==> src/rtl/serial_negate_deser.sv <==
// serial_negate_deser
// Receive end of the bit-serial two's-complement link. An LSB-first serial
// stream is negated again bit by bit and assembled into a parallel word. The
// word is presented with a one-cycle valid strobe.
//
// Negation rule: copy bits up to and including the first '1', then invert
// every later bit. seen_one remembers whether that first '1' has passed, and
// it is cleared at the start of every word.
//
// Optional feature: define SERIAL_PARITY_EN to expect one trailing even-parity
// bit after every word. The word period then becomes WIDTH+1 clocks, and
// par_err reports a mismatch. In the default build there is no parity state
// and par_err is tied low.
module serial_negate_deser #(
    parameter int WIDTH = 8
) (
    input  logic             t_clk,
    input  logic             r,
    input  logic             i,
    input  logic             frame,
    output logic [WIDTH-1:0] y_word,
    output logic             valid,
    output logic             ovf,
    output logic             frame_err,
    output logic             par_err
);

    localparam int CW = $clog2(WIDTH + 1);

    // cnt_q holds the number of data bits already sampled in the current
    // word. The edge that sees cnt_q == LAST_CNT samples the MSB.
    localparam logic [CW-1:0] LAST_CNT = CW'(WIDTH - 1);
    localparam logic [CW-1:0] CNT_ONE  = CW'(1);
    localparam logic [CW-1:0] CNT_ZERO = CW'(0);

    typedef enum logic [1:0] {
        ST_IDLE  = 2'd0,
        ST_SHIFT = 2'd1,
        ST_PAR   = 2'd2
    } state_e;

    // One bit of the serial two's-complement negation.
    function automatic logic neg_bit(input logic raw_bit, input logic seen_one);
        return raw_bit ^ seen_one;
    endfunction

    // The most negative input value negates to itself: bits 0..WIDTH-2 are
    // all zero (no '1' seen yet) and the raw MSB is '1'.
    function automatic logic ovf_bit(input logic seen_one, input logic raw_msb);
        return (~seen_one) & raw_msb;
    endfunction

`ifdef SERIAL_PARITY_EN
    // With even parity, the raw ones plus the parity bit must total an even
    // count. A set result means the parity check failed.
    function automatic logic parity_mismatch(input logic raw_acc, input logic par_bit);
        return raw_acc ^ par_bit;
    endfunction
`endif

    // Architectural state.
    state_e           state_q,     state_d;
    logic [CW-1:0]    cnt_q,       cnt_d;
    logic             seen_one_q,  seen_one_d;
    logic [WIDTH-1:0] sr_q,        sr_d;
    logic [WIDTH-1:0] y_word_q,    y_word_d;
    logic             valid_q,     valid_d;
    logic             ovf_q,       ovf_d;
    logic             frame_err_q, frame_err_d;
`ifdef SERIAL_PARITY_EN
    logic             par_err_q,   par_err_d;
    logic             par_acc_q,   par_acc_d;    // running XOR of raw data bits
    logic             ovf_pend_q,  ovf_pend_d;   // ovf result held until the parity bit
`endif

    // Decoded bit for this edge, and the shift register after inserting it.
    logic             out_bit_s;
    logic [WIDTH-1:0] word_s;

    // Negate the incoming bit and form the shift-register image including it.
    always_comb begin
        out_bit_s         = neg_bit(i, seen_one_q);
        word_s            = sr_q >> 1'b1;
        word_s[WIDTH-1]   = out_bit_s;
    end

    // Next-state logic for the receive FSM, the datapath and the output registers.
    always_comb begin
        state_d     = state_q;
        cnt_d       = cnt_q;
        seen_one_d  = seen_one_q;
        sr_d        = sr_q;
        y_word_d    = y_word_q;
        valid_d     = 1'b0;
        ovf_d       = ovf_q;
        frame_err_d = 1'b0;
`ifdef SERIAL_PARITY_EN
        par_err_d   = par_err_q;
        par_acc_d   = par_acc_q;
        ovf_pend_d  = ovf_pend_q;
`endif

        case (state_q)
            ST_IDLE: begin
                if (frame) begin
                    // Bit 0 of a new word. Negation restarts, so the bit passes unchanged.
                    state_d    = ST_SHIFT;
                    cnt_d      = CNT_ONE;
                    seen_one_d = i;
                    sr_d       = {i, {(WIDTH-1){1'b0}}};
`ifdef SERIAL_PARITY_EN
                    par_acc_d  = i;
`endif
                end else begin
                    state_d = ST_IDLE;
                end
            end

            ST_SHIFT: begin
                if (frame) begin
                    // Early frame: drop the partial word and restart on this bit.
                    frame_err_d = 1'b1;
                    state_d     = ST_SHIFT;
                    cnt_d       = CNT_ONE;
                    seen_one_d  = i;
                    sr_d        = {i, {(WIDTH-1){1'b0}}};
`ifdef SERIAL_PARITY_EN
                    par_acc_d   = i;
`endif
                end else if (cnt_q == LAST_CNT) begin
                    // MSB sampled: the data word is complete.
`ifdef SERIAL_PARITY_EN
                    state_d    = ST_PAR;
                    cnt_d      = CW'(cnt_q + CNT_ONE);
                    sr_d       = word_s;
                    seen_one_d = seen_one_q | i;
                    par_acc_d  = par_acc_q ^ i;
                    ovf_pend_d = ovf_bit(seen_one_q, i);
`else
                    state_d    = ST_IDLE;
                    cnt_d      = CNT_ZERO;
                    sr_d       = word_s;
                    seen_one_d = 1'b0;
                    y_word_d   = word_s;
                    ovf_d      = ovf_bit(seen_one_q, i);
                    valid_d    = 1'b1;
`endif
                end else begin
                    state_d    = ST_SHIFT;
                    cnt_d      = CW'(cnt_q + CNT_ONE);
                    sr_d       = word_s;
                    seen_one_d = seen_one_q | i;
`ifdef SERIAL_PARITY_EN
                    par_acc_d  = par_acc_q ^ i;
`endif
                end
            end

`ifdef SERIAL_PARITY_EN
            ST_PAR: begin
                if (frame) begin
                    // A frame in place of the parity bit is also an early frame.
                    frame_err_d = 1'b1;
                    state_d     = ST_SHIFT;
                    cnt_d       = CNT_ONE;
                    seen_one_d  = i;
                    sr_d        = {i, {(WIDTH-1){1'b0}}};
                    par_acc_d   = i;
                end else begin
                    // Parity bit sampled: publish the word and the parity result.
                    state_d    = ST_IDLE;
                    cnt_d      = CNT_ZERO;
                    seen_one_d = 1'b0;
                    y_word_d   = sr_q;
                    ovf_d      = ovf_pend_q;
                    par_err_d  = parity_mismatch(par_acc_q, i);
                    valid_d    = 1'b1;
                end
            end
`endif

            default: begin
                // Unreachable encoding: recover to IDLE.
                state_d    = ST_IDLE;
                cnt_d      = CNT_ZERO;
                seen_one_d = 1'b0;
            end
        endcase
    end

    // State and output registers with asynchronous active-high reset.
    always_ff @(posedge t_clk or posedge r) begin
        if (r) begin
            state_q     <= ST_IDLE;
            cnt_q       <= CNT_ZERO;
            seen_one_q  <= 1'b0;
            sr_q        <= {WIDTH{1'b0}};
            y_word_q    <= {WIDTH{1'b0}};
            valid_q     <= 1'b0;
            ovf_q       <= 1'b0;
            frame_err_q <= 1'b0;
`ifdef SERIAL_PARITY_EN
            par_err_q   <= 1'b0;
            par_acc_q   <= 1'b0;
            ovf_pend_q  <= 1'b0;
`endif
        end else begin
            state_q     <= state_d;
            cnt_q       <= cnt_d;
            seen_one_q  <= seen_one_d;
            sr_q        <= sr_d;
            y_word_q    <= y_word_d;
            valid_q     <= valid_d;
            ovf_q       <= ovf_d;
            frame_err_q <= frame_err_d;
`ifdef SERIAL_PARITY_EN
            par_err_q   <= par_err_d;
            par_acc_q   <= par_acc_d;
            ovf_pend_q  <= ovf_pend_d;
`endif
        end
    end

    assign y_word    = y_word_q;
    assign valid     = valid_q;
    assign ovf       = ovf_q;
    assign frame_err = frame_err_q;
`ifdef SERIAL_PARITY_EN
    assign par_err   = par_err_q;
`else
    assign par_err   = 1'b0;
`endif

endmodule

==> config.mk <==
export PLATFORM = sky130hd
export DESIGN_NAME = serial_negate_deser
export DESIGN_NICKNAME = d
export VERILOG_FILES = /design/src/rtl/serial_negate_deser.sv
export SDC_FILE = /design/constraint.sdc
export NUM_CORES = 1
export LEC_CHECK = 0
export CAP_MARGIN = 40
export CORE_UTILIZATION = 49
export CTS_BUF_LIST = sky130_fd_sc_hd__clkbuf_4 sky130_fd_sc_hd__clkbuf_8
export DETAILED_ROUTE_END_ITERATION = 7
export HOLD_SLACK_MARGIN = 0.06
export PLACE_DENSITY_LB_ADDON = 0.25
export SLEW_MARGIN = 20
export SYNTH_ARGS = -nofsm -noshare
export SYNTH_HDL_FRONTEND = slang
export SYNTH_SLANG_ARGS = --single-unit
==> constraint.sdc <==
create_clock -name t_clk -period 1.6 [get_ports t_clk]
set_input_delay 0.48 -clock t_clk [delete_from_list [all_inputs] [get_ports t_clk]]
set_output_delay 0.48 -clock t_clk [all_outputs]
set_load 0.01 [all_outputs]
== After elaboration in Yosys (flattened, before gate mapping) ==
Index checks and enable logic that the tools add are counted.

* Bits in registers: 26
* Output and inout port bits: 12

* Add/sub/neg operators: 1
* Eq/ne operators: 3
* Mux-type cells: 20
* Bitwise gates (word level): 5
* Reduce and logical (&&, ||, !) cells: 4

{| class="wikitable"
|+ Operator list
! kind !! number
|-
| two-way mux 8 bit || 2
|-
| one-hot mux 8 bit (2 select lines) || 1
|-
| two-way mux 4 bit || 3
|-
| two-way mux 1 bit || 11
|-
| one-hot mux 4 bit (2 select lines) || 1
|-
| adder 4 x 1 -> 4 bit (second input constant) || 1
|-
| equality test 4 x 3 -> 1 bit (second input constant) || 1
|-
| one-hot mux 2 bit (2 select lines) || 1
|-
| AND reduction 3 bit || 1
|-
| equality test 2 x 1 -> 1 bit (second input constant) || 1
|-
| zero test 2 bit || 1
|-
| inequality test 2 bit (second input constant) || 1
|-
| NOT 1 bit || 2
|-
| one-hot mux 1 bit (2 select lines) || 1
|-
| AND reduction 2 bit || 1
|-
| nonzero test 2 bit || 1
|-
| AND 1 bit || 1
|-
| OR 1 bit || 1
|-
| XOR 1 bit || 1
|}

== Longest topological paths before layout ==
* Word-level depth: 4
* Depth in mapped cells: 4
* Depth with buffers taken out: 4

== Worst setup path before layout ==
OpenSTA, ideal clock, no wires.

* Path kind: input port to flip-flop
* Start point: input port frame
* End point: register ovf_q (netlist: ovf)
* Arrival time: 1.380 ns
* Required time: 1.475 ns
* Setup slack: 0.095 ns
* Cell stages on the path: 3
* Path buffers: 1
* Cells stage by stage: clkbuf_1 -> nor3_4 -> mux2_2

* Longest elaborated chain between the ends: 2

{| class="wikitable"
|+ RTL lines
! item !! RTL line !! RTL
|-
| from (decl) || 20 || <nowiki>input logic frame,</nowiki>
|-
| NOT 1 bit (no source line) || -- ||
|-
| AND reduction 3 bit (no source line) || -- ||
|-
| to (signal assigned) || 214 || <nowiki>ovf_q <= ovf_d;</nowiki>
|-
| to (decl) || 68 || <nowiki>logic ovf_q, ovf_d;</nowiki>
|}

Every way passes these cells.
A chain may end at the register's enable or synchronous reset.

== Worst setup path in the final report ==
* Start point: register cnt_q[1]
* End point: register y_word_q[4] (netlist: y_word[4])

* Longest elaborated chain between the ends: 2

{| class="wikitable"
|+ RTL lines
! item !! RTL line !! RTL
|-
| from (decl) || 63 || <nowiki>logic [CW-1:0] cnt_q, cnt_d;</nowiki>
|-
| from (signal assigned) || 209 || <nowiki>cnt_q <= cnt_d;</nowiki>
|-
| equality test 4 x 3 -> 1 bit || 130 || <nowiki>end else if (cnt_q == LAST_CNT) begin</nowiki>
|-
| AND reduction 3 bit (no source line) || -- ||
|-
| to (signal assigned) || 198 || <nowiki>y_word_q <= {WIDTH{1'b0}};</nowiki>
|-
| to (signal assigned) || 212 || <nowiki>y_word_q <= y_word_d;</nowiki>
|-
| to (decl) || 66 || <nowiki>logic [WIDTH-1:0] y_word_q, y_word_d;</nowiki>
|}

Every way passes these cells.

==> impl_metrics.env <==
export IMPL_run_status="finished, final reports clean"
export IMPL_synth_area_sq_mm=0.00100
export IMPL_fin_tns_setup_ns=0
export IMPL_max_freq_ghz=0.655
export IMPL_routedWlPerCell_um=12.5
export IMPL_syn_inst=80
export IMPL_route_met3_wl_um=40
export IMPL_drv_cap=0
export IMPL_post_route_util_pct=63.9
export IMPL_worstSetupPathType="reg2reg"
export IMPL_leakage_nw=0.686
export IMPL_cts_root_buf="clkbuf_4"
export IMPL_avgSynthCellArea_sq_um=12.5
export IMPL_path_clk_slew_ns=0.12
export IMPL_numPortBuffers=14
export IMPL_crit_path_start_kind="flop"
export IMPL_ys_types=23
export IMPL_crit_required_ns=1.79
export IMPL_cts_buffers=3
export IMPL_min_path_type="in2async"
export IMPL_setup_slack_ns=0.0744
export IMPL_synth_top_family_by_area="multiplexers"
export IMPL_clock_latency_ns=0.30
export IMPL_rows=16
export IMPL_setup_viol=0
export IMPL_die_h_um=47.3
export IMPL_layout_min_cycle_time_ns=1.53
export IMPL_viasPerCell=4.93
export IMPL_syn_nets=87
export IMPL_diodes=0
export IMPL_synth_mux_area_share_pct=17.1
export IMPL_fin_crit_sh_pct=95.3
export IMPL_synth_simple_gate_area_share_pct=11.3
export IMPL_wl_met2_um=795
export IMPL_numClockSinks=24
export IMPL_worstSetupEndpointType="flop"
export IMPL_grt_setup_unrepaired="no"
export IMPL_cp_max_fo=6
export IMPL_ctsHoldBuffers=0
export IMPL_grt_max_degree=25
export IMPL_synth_compound_area_share_pct=3.24
export IMPL_drt_antenna_violating_nets=0
export IMPL_irDropWorstVdd_mv=0.925
export IMPL_synth_fa_ha_area_share_pct=3.74
export IMPL_drtIter0Drc=11
export IMPL_drive_gt1_share_pct=21.6
export IMPL_drtPass1Iterations=4
export IMPL_cts_tree="yes"
export IMPL_grt_pass1_vias=581
export IMPL_antenna_found_initial=0
export IMPL_synthXorXnorAreaFrac_pct=0.873
export IMPL_highest_layer="met4"
export IMPL_finalNetCount=110
export IMPL_initial_core_util_pct=51.7
export IMPL_chipWidth_um=47.3
export IMPL_dp_hpwl_um=1180
export IMPL_wl_met1_um=758
export IMPL_gp_congestion=0.720
export IMPL_die_area_sq_mm=0.00223
export IMPL_core_sq_mm=0.00194
export IMPL_overflow=0
export IMPL_final_hold_violation_count=0
export IMPL_crit_arrival_ns=1.72
export IMPL_power_density_mw_per_mm2=1090
export IMPL_routed_wl_um=1610
export IMPL_vias=636
export IMPL_slew_viol_final=0
export IMPL_htree_levels=1
export IMPL_area_growth_pct=23.6
export IMPL_boundaryPins=16
export IMPL_grt_pass1_wl_um=2500
export IMPL_dpl_worst_slack_ns=-0.193
export IMPL_remaining_drc_errors=0
export IMPL_cts_path_max_buffers=2
export IMPL_yosysSeqAreaShare_pct=59.9
export IMPL_ys_seq_elements=24
export IMPL_yosys_warnings=0
export IMPL_grt_use_total_pct=16.8
export IMPL_finalClockSkew_ns=0.00537
-- worst max-delay path, cell delays in order (launching register included) --
cell      delay, ns
dfrtp_1        0.39
ha_1           0.19
nand3b_1       0.16
nor3_4         0.16
buf_4          0.18
mux2_2         0.34
-- per-stage QoR --
stage                     instances  power [mW]  hold slack (ns)  instance area, sq um
final                           129        1.35            0.505                  1240
after global placement          124        1.09            0.490                  1210
after CTS                       128        1.37            0.512                  1230
after global routing            129        1.42            0.539                  1240
after detailed placement        124        1.11            0.500                  1210
after floorplan                  80       0.929            0.479                  1000
-- layer usage --
metal / GRT usage, % / vias up
met1: 23.0 / 316
li1: - / 310
met2: 26.8 / 8
met4: 6.86 / 0
met5: 0 / -
met3: 2.31 / 2
-- synthesized netlist by cell type --
| cell type | n | area, sq um |
|---|---|---|
| a211oi_1 | 1 | 7.51 |
| a21oi_1 | 4 | 20.0 |
| and2_1 | 1 | 6.26 |
| buf_1 | 1 | 3.75 |
| buf_2 | 1 | 5.00 |
| buf_4 | 1 | 7.51 |
| clkbuf_1 | 1 | 3.75 |
| conb_1 | 1 | 3.75 |
| dfrtp_1 | 24 | 601 |
| ha_1 | 3 | 37.5 |
| inv_1 | 4 | 15.0 |
| mux2_2 | 9 | 101 |
| mux2i_1 | 7 | 70.1 |
| nand2_1 | 3 | 11.3 |
| nand2b_1 | 1 | 6.26 |
| nand3b_1 | 2 | 15.0 |
| nand4_1 | 1 | 6.26 |
| nor2_1 | 9 | 33.8 |
| nor2b_1 | 2 | 12.5 |
| nor3_4 | 1 | 16.3 |
| o21ai_0 | 1 | 5.00 |
| or3_1 | 1 | 6.26 |
| xor2_1 | 1 | 8.76 |
-- kinds of logic after synthesis --
family	count (synthesis)
compound gates	6
xor+xnor	1
fa+ha+maj	3
buf+inv	8
flops	24
mux	16
other cells	1
simple gates	21
-- registers in the layout (all words and copies together) (netlist names) --
signal      cells
frame_err       1
y_word          8
valid           1
sr_q            7
cnt_q           4
ovf             1
seen_one_q      1
state_q         1
-- final cells by class --
| class | instances | area, sq um |
|---|---|---|
| sequential | 24 | 601 |
| fill | 176 | 702 |
| tap | 27 | 33.8 |
| multi-input combinational | 48 | 368 |
| inverter | 4 | 15.0 |
| timing repair buffer | 22 | 186 |
| clock buffer | 4 | 36.3 |
-- final timing paths --
check                                            from               endpoint  slack (ns)  cells after the start
min in group t_clk              y_word[2]$_DFFE_PP0P_  y_word[2]$_DFFE_PP0P_        0.52                      1
worst min register to register  y_word[2]$_DFFE_PP0P_  y_word[2]$_DFFE_PP0P_        0.52                      1
max in group asynchronous                           r   cnt_q[2]$_DFFE_PP0P_        0.87                      3
worst min-delay path                                r  y_word[5]$_DFFE_PP0P_        0.50                      3
worst max-delay path             cnt_q[1]$_DFFE_PP0P_  y_word[4]$_DFFE_PP0P_        0.07                      5
worst max register to register   cnt_q[1]$_DFFE_PP0P_  y_word[4]$_DFFE_PP0P_        0.07                      5
-- cells in the final DEF, fill, tap and decap left out --
cell             Yosys  final
nor2_1               9      9
nand3b_1             2      2
or3_1                1      1
nand2_1              3      3
conb_1               1      1
nand2b_1             1      1
inv_1                4      4
mux2_2               9      9
o21ai_0              1      1
clkbuf_4             0      3
nor3_4               1      1
nand4_1              1      1
mux2i_1              7      7
dlygate4sd2_1        0     11
nor2b_1              2      2
a21oi_1              4      4
clkbuf_8             0      1
xor2_1               1      1
ha_1                 3      3
a211oi_1             1      1
dfrtp_1             24     24
clkdlybuf4s50_1      0      3
and2_1               1      1
buf_4                1      8
-- power by group --
part	switching (mW)	leakage (nW)	internal (mW)
clock	0.163	0.0210	0.139
sequential	0.0549	0.310	0.696
combinational	0.138	0.355	0.161
-- timing repair --
action | CTS | global route
buffers inserted | 0 | 1
cloned | 0 | 0
resized for setup | 11 | 0
setup endpoints to repair | 11 | 6
hold endpoints to repair | 0 | 0
Note: power is estimated with default switching activity, not from simulation.
